## src/rtl/comparador_pkg.sv

```systemverilog
// Shared definitions for the comparator-flag filter: FSM states, one-hot
// result codes and the legal range of the stability window.
package comparador_pkg;

  typedef enum logic [1:0] {
    INICIO   = 2'd0,
    CONTANDO = 2'd1,
    FIJO     = 2'd2,
    FALLA    = 2'd3
  } estado_t;

  localparam logic [2:0] MAYOR   = 3'b100;
  localparam logic [2:0] IGUAL   = 3'b010;
  localparam logic [2:0] MENOR   = 3'b001;
  localparam logic [2:0] NINGUNO = 3'b000;

  localparam int ESTABLE_MIN = 2;
  localparam int ESTABLE_MAX = 15;

  // A flag vector is meaningful only when exactly one comparator flag is set.
  function automatic logic es_valido(input logic [2:0] v);
    return (v == MAYOR) || (v == IGUAL) || (v == MENOR);
  endfunction

endpackage

```

## src/rtl/contador_saturado.sv

```systemverilog
// Event counter that sticks at its maximum instead of wrapping.
// clr has priority over inc so a clear on the same edge always yields zero.
module contador_saturado #(
  parameter int CNT_W = 8
) (
  input  logic             clk,
  input  logic             rst,
  input  logic             inc,
  input  logic             clr,
  output logic [CNT_W-1:0] cnt
);

  function automatic logic [CNT_W-1:0] suma_sat(input logic [CNT_W-1:0] x);
    return (x == {CNT_W{1'b1}}) ? x : x + 1'b1;
  endfunction

  always_ff @(posedge clk) begin
    if (rst || clr) begin
      cnt <= '0;
    end else if (inc) begin
      cnt <= suma_sat(cnt);
    end
  end

endmodule

```

## src/rtl/filtro_comparador.sv

```systemverilog
// Debounces the A>B / A=B / A<B comparator flags: a result is accepted only
// after ESTABLE_CICLOS identical one-hot samples, and accepted results are counted.
module filtro_comparador
  import comparador_pkg::*;
#(
  parameter int ESTABLE_CICLOS = 4,
  parameter int CNT_W          = 8
) (
  input  logic             clk,
  input  logic             rst,
  input  logic             F1,
  input  logic             F2,
  input  logic             F3,
  input  logic             en,
  input  logic             clear,
  output logic             G,
  output logic             E,
  output logic             L,
  output logic             cambio,
  output logic             error,
  output logic [CNT_W-1:0] cnt_mayor,
  output logic [CNT_W-1:0] cnt_igual,
  output logic [CNT_W-1:0] cnt_menor
);

  if (ESTABLE_CICLOS < ESTABLE_MIN || ESTABLE_CICLOS > ESTABLE_MAX) begin : g_param_invalido
    $error("filtro_comparador: ESTABLE_CICLOS out of range 2..15");
  end

  localparam logic [3:0] OBJETIVO = 4'(ESTABLE_CICLOS);

  estado_t    estado, estado_sig;
  logic [2:0] v_p0;
  logic [2:0] cand, cand_sig;
  logic [2:0] res, res_sig;
  logic [3:0] cuenta, cuenta_sig;
  logic       acepta;

  // Stage p0: flag register, keeps sampling even while the filter is frozen
  always_ff @(posedge clk) begin
    if (rst) begin
      v_p0 <= NINGUNO;
    end else begin
      v_p0 <= {F1, F2, F3};
    end
  end

  always_comb begin
    estado_sig = estado;
    cand_sig   = cand;
    cuenta_sig = cuenta;
    res_sig    = res;
    acepta     = 1'b0;
    if (en) begin
      case (estado)
        INICIO, FALLA: begin
          if (es_valido(v_p0)) begin
            estado_sig = CONTANDO;
            cand_sig   = v_p0;
            cuenta_sig = 4'd1;
          end else begin
            estado_sig = FALLA;
          end
        end
        CONTANDO: begin
          if (!es_valido(v_p0)) begin
            estado_sig = FALLA;
          end else if (v_p0 == cand) begin
            cuenta_sig = cuenta + 4'd1;
            if (cuenta + 4'd1 == OBJETIVO) begin
              estado_sig = FIJO;
              res_sig    = cand;
              acepta     = 1'b1;
            end
          end else begin
            cand_sig   = v_p0;
            cuenta_sig = 4'd1;
          end
        end
        FIJO: begin
          if (!es_valido(v_p0)) begin
            estado_sig = FALLA;
          end else if (v_p0 != res) begin
            estado_sig = CONTANDO;
            cand_sig   = v_p0;
            cuenta_sig = 4'd1;
          end
        end
      endcase
    end
  end

  // Stage p1: filter state and accepted result
  always_ff @(posedge clk) begin
    if (rst) begin
      estado <= INICIO;
      cand   <= NINGUNO;
      cuenta <= '0;
      res    <= NINGUNO;
      cambio <= 1'b0;
    end else begin
      estado <= estado_sig;
      cand   <= cand_sig;
      cuenta <= cuenta_sig;
      res    <= res_sig;
      cambio <= acepta && (cand != res);
    end
  end

  assign {G, E, L} = res;
  assign error     = (estado == FALLA);

  contador_saturado #(.CNT_W(CNT_W)) u_cnt_mayor (
    .clk(clk), .rst(rst), .inc(acepta && (cand == MAYOR)), .clr(clear), .cnt(cnt_mayor)
  );
  contador_saturado #(.CNT_W(CNT_W)) u_cnt_igual (
    .clk(clk), .rst(rst), .inc(acepta && (cand == IGUAL)), .clr(clear), .cnt(cnt_igual)
  );
  contador_saturado #(.CNT_W(CNT_W)) u_cnt_menor (
    .clk(clk), .rst(rst), .inc(acepta && (cand == MENOR)), .clr(clear), .cnt(cnt_menor)
  );

endmodule
```

## config.mk

```make
export PLATFORM = sky130hd
export DESIGN_NAME = filtro_comparador
export DESIGN_NICKNAME = d
export VERILOG_FILES = /design/src/rtl/comparador_pkg.sv /design/src/rtl/contador_saturado.sv /design/src/rtl/filtro_comparador.sv
export SDC_FILE = /design/constraint.sdc
export NUM_CORES = 1
export LEC_CHECK = 0
export BUFFER_PORTS_ARGS = -buffer_cell sky130_fd_sc_hd__buf_2
export CORE_MARGIN = 8
export CORE_UTILIZATION = 59
export CTS_BUF_LIST = sky130_fd_sc_hd__clkbuf_16
export DETAILED_ROUTE_END_ITERATION = 8
export PLACE_DENSITY = 0.84
export SLEW_MARGIN = 20
export SYNTH_ARGS = -nofsm -noshare
export SYNTH_HDL_FRONTEND = slang
export SYNTH_SLANG_ARGS = --single-unit
export TNS_END_PERCENT = 1
```

## constraint.sdc

```tcl
create_clock -name clk -period 5.7 [get_ports clk]
set_input_delay 0.57 -clock clk [delete_from_list [all_inputs] [get_ports clk]]
set_output_delay 0.57 -clock clk [all_outputs]
set_load 0.05 [all_outputs]
```

==> impl_metrics.csv <==
group,metric,value,unit
synth,synth_seq_cells,40,
layout,n_fill_cell,285,
timing,layout_worst_path_cycle_share,48.2,%
layout,fin_cells,312,
synth,synth.top_cells.by_area,"dfxtp_1 (39%), ha_1 (4.3%), xnor2_1 (4.3%)",
power_and_ir_drop,switching_power_share_of_the_total,23.4,%
worst_setup_path,crit_family,"simple AND/OR/NAND/NOR gates",
cts,postCtsHoldBufs,0,
global_routing,grt.met3_usage,4.26,%
place,total_of_buffers_placed_on_input_and_output_ports,35,
cts,cts_buffer_depth,2,
timing,finalSetupTns,0,ps
die,floorplan.core_area,0.00331,mm^2
die,initial_utilization,61.3,%
cts,cts_buffers,5,
timing,fin_crit,2750,ps
worst_setup_path,worst-r2r-setup-slack,2950,ps
worst_setup_path,slowest_stage,"or4_1",
detailed_routing,routed_wl,4560,um
place,detailedPlacementHpwl,3140,um
synth,synth_enable_flop_cells,0,
hold_path,min_path_cells,2,
worst_setup_path,critical_path_class,"flip-flop to flip-flop",
hold_path,worstHoldEndpoint,"u_cnt_mayor.cnt[1]",
synth,post_synthesis_adder_cell_area_fraction,4.31,%
power_and_ir_drop,vdd_drop_max,197,uV
worst_setup_path,critical-path-max-stage-delay,820,ps
timing,setup_viol_count_final,0,
place,placedCellCount,305,
die,num_io_pins,36,
synth,fraction_of_the_mapped_netlist_area_in_compound_gates,15.8,%
global_routing,number_of_antenna_violations_at_the_first_check_in_global_routing,0,
run_status,outcome,"finished clean",
worst_setup_path,r2r_start,"cuenta[0]",
hold_path,holdCritPathClass,"flip-flop to flip-flop",
worst_setup_path,r2r_cells,6,
timing,rsz0062_at_grt,"false",
layout,syn_to_final_growth,15.5,%
power_and_ir_drop,p_per_area,256,mW/mm^2
cts,cts_sinks,40,
detailed_routing,detail_route.first_pass.iterations,4,
hold_path,timing.hold.worst.start,"u_cnt_mayor.cnt[1]",
worst_setup_path,crit_path_frequent_cell,"or4_1",
worst_setup_path,timing.critical_path.from_type,"flip-flop",
cts,cts_tree,"done",
die,die_h,74.7,um
detailed_routing,detail-route-antenna-nets,0,
layout,finalNetCount,280,
timing,timing.clock.skew,2.84,ps
global_routing,gr-usage-met2,28.1,%
synth,synthMuxAreaShare,3.45,%
global_routing,most_utilized_layer_in_the_global_route_result,"met2",
global_routing,grt.met1_usage,20.9,%
synth,synth.most_common_cell,"dfxtp_1",
global_routing,grt_util_all_layers,17.4,%
power_and_ir_drop,power.clock.fraction,43.5,%
power_and_ir_drop,p_leak,0.986,nW
worst_setup_path,reg2reg_to,"u_cnt_mayor.cnt[6]",
cts,cts-root-buf,"clkbuf_16",
synth,netlist-cell-type-count,41,
power_and_ir_drop,internal_power,460,uW
timing,slew_headroom,41.7,%
synth,async_reset_ff_share,0,%
synth,synth.cells.most_frequent,"dfxtp_1 (40), nor2_1 (17), a21oi_1 (16)",
synth,syn_area,0.00203,mm^2
synth,synth_nets,249,
cts,clk_transition_reported_paths,50,ps
worst_setup_path,worst-path-max-fanout,12,
cts,cts-htree-levels,2,
cts,clock_latency,280,ps
worst_setup_path,endpoint_kind,"flip-flop",
detailed_routing,remaining_drc_errors,0,
timing,hold_viol_final,0,
detailed_routing,avgViaCountPerCell,5.71,
cts,post_cts.repair.setup_buffers,0,
synth,post_synth_top_area_share,39.4,%
synth,synth_cells,235,
global_routing,global_route.overflow_total,0,
power_and_ir_drop,power.combinational.fraction,7.8,%
synth,synth_top_cell_by_area,"dfxtp_1",
global_routing,pin_count_of_the_biggest_net_entering_global_routing,23,
detailed_routing,routed-via-count,1783,
die,num_rows,21,
synth,ys_warn_count,0,
flow_run,cap_viol_max_count,0,
cts,post_cts_resize_count,0,
layout,num_antenna_cells,0,
power_and_ir_drop,share_seq_of_total_power,48.8,%
detailed_routing,first_iter_violations,109,
synth,synth_top_family_by_area,"simple AND/OR/NAND/NOR gates",
synth,ys.flop_type,"dfxtp_1",
die,floorplan.die_area,0.00557,mm^2
synth,yosysSeqAreaShare,39.4,%
worst_setup_path,cp.arrival,2950,ps
place,gp_congestion,0.830,
worst_setup_path,critPathRequiredTime,5900,ps
die,die_x,74.7,um
global_routing,grt_pass1_wl,7580,um
timing,fmaxAchievable,364,MHz
power_and_ir_drop,power.net_switching,140,uW
synth,postSynthAreaPerCell,8.64,um^2
worst_setup_path,cp_cell_sequence,"ha_1 -> nor3b_1 -> nand4_1 -> or4_1 -> or4_1 -> a21oi_1",
synth,post_synthesis_share_of_cell_area_spent_on_and_or_nand_and_nor_gates,25.1,%
detailed_routing,per_cell_routed_wire_length,14.6,um
worst_setup_path,path_buf_inv,0,
layout,layout-drive-gt1-share,17.7,%
global_routing,first_global_vias,1693,
timing,tightest_slew,867,ps
timing,slew_violations,0,
synth,post_synth_xor_area_fraction,7.33,%
## cells by family (layout without fill, tap and decap cells)
logic type | after synthesis | in the layout
AND/OR/NAND/NOR | 93 | 93
adder cells (fa/ha/maj) | 7 | 7
multiplexers | 7 | 7
flip-flops | 40 | 40
XOR/XNOR | 17 | 17
buffers and inverters | 22 | 53
AO/OA/AOI/OAI | 49 | 49
## final cells by class
class                           count  area (um^2)  area share [%]
Multi-Input combinational cell    173         1140            48.5
Sequential cell                    40          801            34.1
Tap cell                           46         57.6            2.45
Timing Repair Buffer               35          175            7.47
Clock buffer                        5          125            5.33
Clock inverter                      2         8.76           0.373
Inverter                           11         41.3            1.76
## worst min-delay path: stages (launching register included)
cell	delay, ps
dfxtp_1	330
nand2_1	60
a21oi_1	50
## routing by layer
metal  vias to the layer above  routed length [um]
met2                        50                2120
met3                        10                 267
li1                        902                   -
met5                         -                   0
met1                       821                2060
met4                         0                 104
## power by group through the flow
| stage | Sequential, mW | Combinational [mW] | Clock, mW |
|---|---|---|---|
| 2_1_floorplan | 0.295 | 0.0396 | 0 |
| 3_3_place_gp | 0.298 | 0.0446 | 0 |
| 3_5_place_dp | 0.299 | 0.0457 | 0 |
| 4_1_cts | 0.293 | 0.0463 | 0.264 |
| 5_1_grt | 0.294 | 0.0516 | 0.276 |
| 6_report | 0.293 | 0.0465 | 0.261 |
## sequential cells by signal, summed over array words and instances (netlist names)
name             cells
cambio               1
cand                 3
cuenta               4
estado               2
res                  3
u_cnt_igual.cnt      8
u_cnt_mayor.cnt      8
u_cnt_menor.cnt      8
v_p0                 3
## layout by cell type (no fill, tap or decap), types with 5 or more instances in the layout
cell,n
dfxtp_1,40
buf_2,35
nor2_1,17
a21oi_1,16
nand2_1,13
inv_1,12
o21ai_0,10
xnor2_1,10
nand3_1,9
or3_1,8
nor2b_1,7
xor2_1,7
mux2i_1,7
ha_1,7
nor3_1,6
nand4_1,5
nor4_1,5
clkbuf_16,5
## how the worst max path moves through the flow
stage	to	start	cells past startpoint
floorplan	u_cnt_mayor.cnt[5]	u_cnt_mayor.cnt[0]	7
global placement	u_cnt_mayor.cnt[6]	cuenta[0]	6
detailed placement	u_cnt_mayor.cnt[6]	cuenta[0]	6
CTS	u_cnt_mayor.cnt[6]	cuenta[0]	6
global route	u_cnt_mayor.cnt[6]	cuenta[0]	6
finish	u_cnt_mayor.cnt[6]	cuenta[0]	6
## through the flow
stage / total power [mW] / worst slack, ps / hold slack (ps) / instance area [um^2] / utilization (%)
3_5_place_dp: 0.345 / 3090 / 477 / 2210 / 66.8
2_1_floorplan: 0.334 / 3500 / 449 / 2030 / -
4_1_cts: 0.603 / 2980 / 484 / 2350 / 70.9
6_report: 0.600 / 2950 / 485 / 2350 / 70.9
3_3_place_gp: 0.343 / 3150 / 460 / 2210 / 66.8
5_1_grt: 0.622 / 2750 / 510 / 2350 / 70.9
No activity file was read; power rests on OpenSTA's default activity.
